$ cat config.mk
export PLATFORM = sky130hd
export DESIGN_NAME = cam_power_seq
export DESIGN_NICKNAME = d
export VERILOG_FILES = /design/src/rtl/cam_pkg.sv /design/src/rtl/cam_delay_cnt.sv /design/src/rtl/cam_power_seq.sv
export SDC_FILE = /design/constraint.sdc
export NUM_CORES = 1
export LEC_CHECK = 0
export CAP_MARGIN = 25
export CORE_ASPECT_RATIO = 0.7
export CORE_MARGIN = 10
export CORE_UTILIZATION = 35
export DETAILED_ROUTE_END_ITERATION = 8
export HOLD_SLACK_MARGIN = 0.06
export PLACE_DENSITY_LB_ADDON = 0.1
export SYNTH_ARGS = -nofsm -noshare
export SYNTH_HDL_FRONTEND = slang
export SYNTH_SLANG_ARGS = --single-unit
$ cat constraint.sdc
create_clock -name xvclk -period 4 [get_ports xvclk]
set_input_delay 0.8 -clock xvclk [delete_from_list [all_inputs] [get_ports xvclk]]
set_output_delay 0.8 -clock xvclk [all_outputs]
set_load 0.05 [all_outputs]
$ cat src/rtl/cam_pkg.sv
// rtl/cam_pkg.sv - shared camera state encoding and default timing constants
package cam_pkg;

    localparam int STATE_W = 3;

    typedef enum logic [STATE_W-1:0] {
        ST_OFF    = 3'd0,
        ST_PWDN   = 3'd1,
        ST_RST    = 3'd2,
        ST_SETTLE = 3'd3,
        ST_CFG    = 3'd4,
        ST_READY  = 3'd5,
        ST_FAULT  = 3'd6
    } cam_state_t;

    // Default timings in xvclk cycles, shared with the SCCB engine and capture block
    localparam int DEF_T_PWDN_CYC      = 1190;
    localparam int DEF_T_RST_CYC       = 476;
    localparam int DEF_T_SETTLE_CYC    = 79968;
    localparam int DEF_CFG_TIMEOUT_CYC = 2000000;
    localparam int DEF_MAX_RETRY       = 3;
    localparam int DEF_CNT_W           = 32;

endpackage

$ cat src/rtl/cam_delay_cnt.sv
// rtl/cam_delay_cnt.sv - clearable up-counter with terminal-count compare
module cam_delay_cnt #(
    parameter int CNT_W = 32
) (
    input  logic             xvclk,
    input  logic             resetb,
    input  logic             clr,
    input  logic [CNT_W-1:0] term,
    output logic             hit
);

    logic [CNT_W-1:0] cnt_d;
    logic [CNT_W-1:0] cnt_q;

    // Clearing loads zero so the first cycle of a new interval counts as cycle 0
    always_comb begin
        cnt_d = cnt_q + CNT_W'(1);
        if (clr) begin
            cnt_d = '0;
        end
    end

    // Counter register
    always_ff @(posedge xvclk) begin
        if (resetb) begin
            cnt_q <= '0;
        end else begin
            cnt_q <= cnt_d;
        end
    end

    assign hit = (cnt_q == term);

endmodule

$ cat src/rtl/cam_power_seq.sv
// rtl/cam_power_seq.sv - camera power-up/config sequencer; CAM_CFG_RETRY_EN enables config retries
module cam_power_seq
    import cam_pkg::*;
#(
    parameter int T_PWDN_CYC      = DEF_T_PWDN_CYC,
    parameter int T_RST_CYC       = DEF_T_RST_CYC,
    parameter int T_SETTLE_CYC    = DEF_T_SETTLE_CYC,
    parameter int CFG_TIMEOUT_CYC = DEF_CFG_TIMEOUT_CYC,
    parameter int MAX_RETRY       = DEF_MAX_RETRY,
    parameter int CNT_W           = DEF_CNT_W
) (
    input  logic       xvclk,
    input  logic       resetb,
    input  logic       enable,
    output logic       cam_pwdn,
    output logic       cam_rst_n,
    output logic       cfg_start,
    input  logic       cfg_done,
    input  logic       cfg_err,
    output logic       cam_ready,
    output logic       fault,
    output logic       led,
    output logic [2:0] state_o,
    output logic [1:0] retry_cnt
);

    cam_state_t       state_d, state_q;
    logic [1:0]       retry_cnt_d, retry_cnt_q;
    logic             cam_pwdn_d, cam_pwdn_q;
    logic             cam_rst_n_d, cam_rst_n_q;
    logic             cfg_start_d, cfg_start_q;
    logic             cam_ready_d, cam_ready_q;
    logic             fault_d, fault_q;
    logic [CNT_W-1:0] term;
    logic             hit;
    logic             cfg_fail;

    cam_delay_cnt #(
        .CNT_W (CNT_W)
    ) u_delay_cnt (
        .xvclk  (xvclk),
        .resetb (resetb),
        .clr    (state_d != state_q),
        .term   (term),
        .hit    (hit)
    );

    // Terminal count for the interval belonging to the current state
    always_comb begin
        term = '0;
        case (state_q)
            ST_PWDN:   term = CNT_W'(T_PWDN_CYC - 1);
            ST_RST:    term = CNT_W'(T_RST_CYC - 1);
            ST_SETTLE: term = CNT_W'(T_SETTLE_CYC - 1);
            ST_CFG:    term = CNT_W'(CFG_TIMEOUT_CYC - 1);
            default:   term = '0;
        endcase
    end

    // Next state; an error beats a simultaneous done, a done on the last cycle beats the timeout
    always_comb begin
        state_d     = state_q;
        retry_cnt_d = retry_cnt_q;
        cfg_fail    = cfg_err || (hit && !cfg_done);
        if (!enable) begin
            state_d     = ST_OFF;
            retry_cnt_d = 2'd0;
        end else begin
            case (state_q)
                ST_OFF:    state_d = ST_PWDN;
                ST_PWDN:   if (hit) state_d = ST_RST;
                ST_RST:    if (hit) state_d = ST_SETTLE;
                ST_SETTLE: if (hit) state_d = ST_CFG;
                ST_CFG: begin
                    if (cfg_fail) begin
`ifdef CAM_CFG_RETRY_EN
                        if (int'(retry_cnt_q) < MAX_RETRY) begin
                            retry_cnt_d = retry_cnt_q + 2'd1;
                            state_d     = ST_PWDN;
                        end else begin
                            state_d = ST_FAULT;
                        end
`else
                        state_d = ST_FAULT;
`endif
                    end else if (cfg_done) begin
                        state_d = ST_READY;
                    end
                end
                default:   state_d = state_q;
            endcase
        end
    end

    // Pin and status levels decoded from the next state so they register alongside it
    always_comb begin
        cam_pwdn_d  = (state_d == ST_OFF) || (state_d == ST_PWDN) || (state_d == ST_FAULT);
        cam_rst_n_d = (state_d == ST_SETTLE) || (state_d == ST_CFG) || (state_d == ST_READY);
        cfg_start_d = (state_d == ST_CFG);
        cam_ready_d = (state_d == ST_READY);
        fault_d     = (state_d == ST_FAULT);
    end

    // State, retry count and output registers
    always_ff @(posedge xvclk) begin
        if (resetb) begin
            state_q     <= ST_OFF;
            retry_cnt_q <= 2'd0;
            cam_pwdn_q  <= 1'b1;
            cam_rst_n_q <= 1'b0;
            cfg_start_q <= 1'b0;
            cam_ready_q <= 1'b0;
            fault_q     <= 1'b0;
        end else begin
            state_q     <= state_d;
            retry_cnt_q <= retry_cnt_d;
            cam_pwdn_q  <= cam_pwdn_d;
            cam_rst_n_q <= cam_rst_n_d;
            cfg_start_q <= cfg_start_d;
            cam_ready_q <= cam_ready_d;
            fault_q     <= fault_d;
        end
    end

    assign cam_pwdn  = cam_pwdn_q;
    assign cam_rst_n = cam_rst_n_q;
    assign cfg_start = cfg_start_q;
    assign cam_ready = cam_ready_q;
    assign led       = cam_ready_q;
    assign fault     = fault_q;
    assign state_o   = state_q;
    assign retry_cnt = retry_cnt_q;

    // Zero-length intervals would make a state last a full counter wrap
    param_nonzero: assert property (@(posedge xvclk)
        (T_PWDN_CYC > 0) && (T_RST_CYC > 0) && (T_SETTLE_CYC > 0) &&
        (CFG_TIMEOUT_CYC > 0) && (MAX_RETRY > 0) && (CNT_W > 0))
        else $error("cam_power_seq: zero-valued parameter");

endmodule

==> metrics.txt <==
internal power contribution 573.4 µW; CTS tree built; DRC violations left 0; final setup fails 0; final routed wirelength across all metal layers 5336 µm; die height 88.70 µm; Max Clock Freq 294.2 MHz; standard cell core area 6396 µm²; net switching power figure 198.6 µW; share of the yosys chip area belonging to registers 33.93%; number of buffers between clock root and the deepest sink 2; number of pins exceeding their max-slew limit in the final report 0; global-route total usage across every layer 10.68%; arrival time of data at the critical path endpoint 3.56 ns; number of cells produced by synthesis 266; hold crit path type flop to flop; flops & latches, synth 40; worst setup margin 0.6010 ns; level count of the clock H-tree 2; clock tree skew after final layout 0.008638 ns; number of buffers created by CTS 5; most instantiated flip-flop cell in the synthesis netlist sky130_fd_sc_hd__dfxtp_1; synthesized-area fraction occupied by adder cells 0.5302%; Compound-Gate Fraction of Synth Area 12.94%; initial antenna violation count 0; number of nets at the end of the flow 280; final clock period utilization by the worst path 84.97%; largest net degree at the start of global routing 33; Simple-Gate Fraction of Synth Area 33.62%; RSZ-0062 raised after global routing no; final routed wire length divided by cell count 14.58 µm; hold buffer count at CTS 0; library cell occupying the most area in the post-synthesis netlist sky130_fd_sc_hd__dfxtp_1; clock network fraction of total power 35.8%; worst-margin pin slew 0.6814 ns; number of distinct library cell variants in the gate-level netlist after synthesis 64; largest driver fanout on the critical path 32; PortBufs 13; final estimated routing congestion in global placement 0.8009; critical path cell sequence nor3b_1, o21ai_0, a32oi_2, nand4_2, o31a_1, o311ai_4, buf_4, nor2_1; required time at the worst-slack endpoint 4.17 ns; Clock Latency Late Sink 0.29 ns; post-cts sizing count 0; DR iter-0 viols 121; share of power burned in registers 53.0%; Comb pwr share 11.2%; max incr delay on CP 0.76 ns; count of clock tree sinks 40; type of destination of the critical path flop; drt via density 5.120; final critical delay including setup and external delays 3.399 ns; clk slew on worst S/H paths 0.07 ns; multiplexer fraction of the synthesized cell area 0.9014%; number of failing hold endpoints at the final stage 0; worst voltage drop across the vdd grid 0.1152 mV; dominant combinational cell family by area after synthesis simple AND/OR/NAND/NOR gates; sum of negative setup slack 0 ns; Cell Area, Synth 2360 µm²; post-synthesis async set-or-reset flop share 0%; proportion of layout cells with a drive suffix above 1 19.64%; Pre-antenna DRT Iters 4; root buffer cell sky130_fd_sc_hd__clkbuf_8; count of antenna diodes in the layout 0; wire length of the first global-routing pass 9197 µm; die area 10480 µm²; number of enable-type register cells in the synthesized netlist 0; run status finished, final reports clean; Synth-to-Final Area Change 9.756%; Die Width 118.1 µm; Worst setup SP type flop; floorplan row count 24; number of global-route vias before repair 1757; post-synth top area share 33.93%; number of I/O pins 16; post-CTS repair timing setup buffer count 0; grt total ovfl 0; worst setup slack before clock tree synthesis 0.6824 ns; max-cap check violation count 0; Synth Warn # 0; crit path max-delay cell type sky130_fd_sc_hd__dfxtp_1; initial cell density of the core 36.89%; xor/xnor cell area share of the yosys netlist 11.13%; post-route antenna net violation count 0; Leak Pwr 0.8403 nW; Post-Synthesis Mean Instance Area 8.871 µm²; worst slew margin relative to its limit 54.22%; total power 772.1 µW; Crit Path Category flop to flop; switching power share of the total 25.73%; biggest area contributors in the synthesized netlist sky130_fd_sc_hd__dfxtp_1 (34%), sky130_fd_sc_hd__nor2_2 (8.0%), sky130_fd_sc_hd__xor2_1 (6.3%), sky130_fd_sc_hd__xnor2_1 (4.8%), sky130_fd_sc_hd__nand2_1 (3.0%); detailed placer's ending HPWL 3895 µm; total power per unit cell area 298.1 nW/µm²; via count 1874
-- path summary, 6_finish.rpt --
| path | cells after the start | to | from | slack [ns] |
|---|---|---|---|---|
| setup reg to reg | 8 | u_delay_cnt.cnt_q[28]$_SDFF_PP0_ | state_o[2]$_SDFF_PP0_ | 0.60 |
| setup / recovery | 8 | u_delay_cnt.cnt_q[28]$_SDFF_PP0_ | state_o[2]$_SDFF_PP0_ | 0.60 |
| hold reg to reg | 2 | u_delay_cnt.cnt_q[30]$_SDFF_PP0_ | u_delay_cnt.cnt_q[30]$_SDFF_PP0_ | 0.55 |
| hold / removal | 2 | u_delay_cnt.cnt_q[30]$_SDFF_PP0_ | u_delay_cnt.cnt_q[30]$_SDFF_PP0_ | 0.55 |
-- cell type report --
type	instances	area, µm²
inverters	6	22.52
repair buffers	17	160.2
fillers	673	3806
flip-flops and latches	40	800.8
multi-input cells	204	1403
well taps	91	113.9
clock buffers	8	90.09
-- placed cells by master (no fill, tap or decap), types with 2 or more instances in the layout --
cell                              instances
sky130_fd_sc_hd__a21oi_1                  2
sky130_fd_sc_hd__a31oi_1                  4
sky130_fd_sc_hd__and2_1                   3
sky130_fd_sc_hd__and2b_1                  2
sky130_fd_sc_hd__and3_1                   3
sky130_fd_sc_hd__and4_1                   2
sky130_fd_sc_hd__buf_4                    4
sky130_fd_sc_hd__clkbuf_1                 2
sky130_fd_sc_hd__clkbuf_8                 6
sky130_fd_sc_hd__clkdlybuf4s50_1         13
sky130_fd_sc_hd__conb_1                   2
sky130_fd_sc_hd__dfxtp_1                 40
sky130_fd_sc_hd__inv_1                    6
sky130_fd_sc_hd__nand2_1                 19
sky130_fd_sc_hd__nand3_1                 12
sky130_fd_sc_hd__nand4_1                 10
sky130_fd_sc_hd__nor2_1                  17
sky130_fd_sc_hd__nor2_2                  30
sky130_fd_sc_hd__nor2b_1                  3
sky130_fd_sc_hd__nor3_1                   8
sky130_fd_sc_hd__nor3b_1                  2
sky130_fd_sc_hd__nor4_1                   3
sky130_fd_sc_hd__o21ai_0                  8
sky130_fd_sc_hd__o31a_1                   2
sky130_fd_sc_hd__o31ai_1                  2
sky130_fd_sc_hd__or4_1                    6
sky130_fd_sc_hd__xnor2_1                 13
sky130_fd_sc_hd__xor2_1                  17
-- cells in the mapped netlist (2+ instances only) --
library cell,number
sky130_fd_sc_hd__a21oi_1,2
sky130_fd_sc_hd__a31oi_1,4
sky130_fd_sc_hd__and2_1,3
sky130_fd_sc_hd__and2b_1,2
sky130_fd_sc_hd__and3_1,3
sky130_fd_sc_hd__and4_1,2
sky130_fd_sc_hd__buf_2,3
sky130_fd_sc_hd__buf_4,5
sky130_fd_sc_hd__buf_6,5
sky130_fd_sc_hd__clkbuf_1,2
sky130_fd_sc_hd__dfxtp_1,40
sky130_fd_sc_hd__inv_1,6
sky130_fd_sc_hd__nand2_1,19
sky130_fd_sc_hd__nand3_1,12
sky130_fd_sc_hd__nand4_1,10
sky130_fd_sc_hd__nor2_1,17
sky130_fd_sc_hd__nor2_2,30
sky130_fd_sc_hd__nor2b_1,3
sky130_fd_sc_hd__nor3_1,8
sky130_fd_sc_hd__nor3b_1,2
sky130_fd_sc_hd__nor4_1,3
sky130_fd_sc_hd__o21ai_0,8
sky130_fd_sc_hd__o31a_1,2
sky130_fd_sc_hd__o31ai_1,2
sky130_fd_sc_hd__or4_1,6
sky130_fd_sc_hd__xnor2_1,13
sky130_fd_sc_hd__xor2_1,17
-- critical path: cells and delay by family (launching register included) --
family / cells / cell delay [ns]
AO/OA/AOI/OAI: 4 / 1.10
AND/OR/NAND/NOR: 3 / 0.89
flip-flops: 1 / 0.76
buffers and inverters: 1 / 0.49
-- cells by family (layout without fill, tap and decap cells) --
group           Yosys count  in the layout
simple gates            133            133
flops                    40             40
compound gates           36             36
xor+xnor                 30             30
buf+inv                  23             31
mux                       2              2
fa+ha+maj                 1              1
other cells               1              2
-- metal layers --
metal / track usage (%) / wire, µm / vias to the layer above
met2: 13.72 / 2009 / 30
met3: 3.308 / 261 / 6
met4: 3.356 / 61 / 0
met1: 16.00 / 3003 / 874
met5: 0 / 0 / -
li1: - / - / 964
-- through the flow --
stage,area [µm²],utilization [%],std cells,hold WS (ns)
after CTS,2590,40.49,366,0.5432
after floorplan,2364,-,267,0.4656
after detailed placement,2500,39.08,358,0.5211
after global routing,2590,40.49,366,0.5735
after global placement,2500,39.08,358,0.5323
final,2590,40.49,366,0.5456
-- flip-flops by register name, indices dropped and copies added (netlist names) --
register,count
cfg_start,1
state_o,3
cam_rst_n,1
fault,1
u_delay_cnt.cnt_q,32
cam_ready,1
cam_pwdn,1
-- power by group through the flow --
stage | sequential [mW] | combinational (mW) | clock (mW)
floorplan | 0.419 | 0.0702 | 0
global placement | 0.418 | 0.0863 | 0
detailed placement | 0.418 | 0.0864 | 0
CTS | 0.408 | 0.0867 | 0.290
global route | 0.410 | 0.0947 | 0.307
finish | 0.409 | 0.0866 | 0.276
Power figures use the tool's default switching activity.
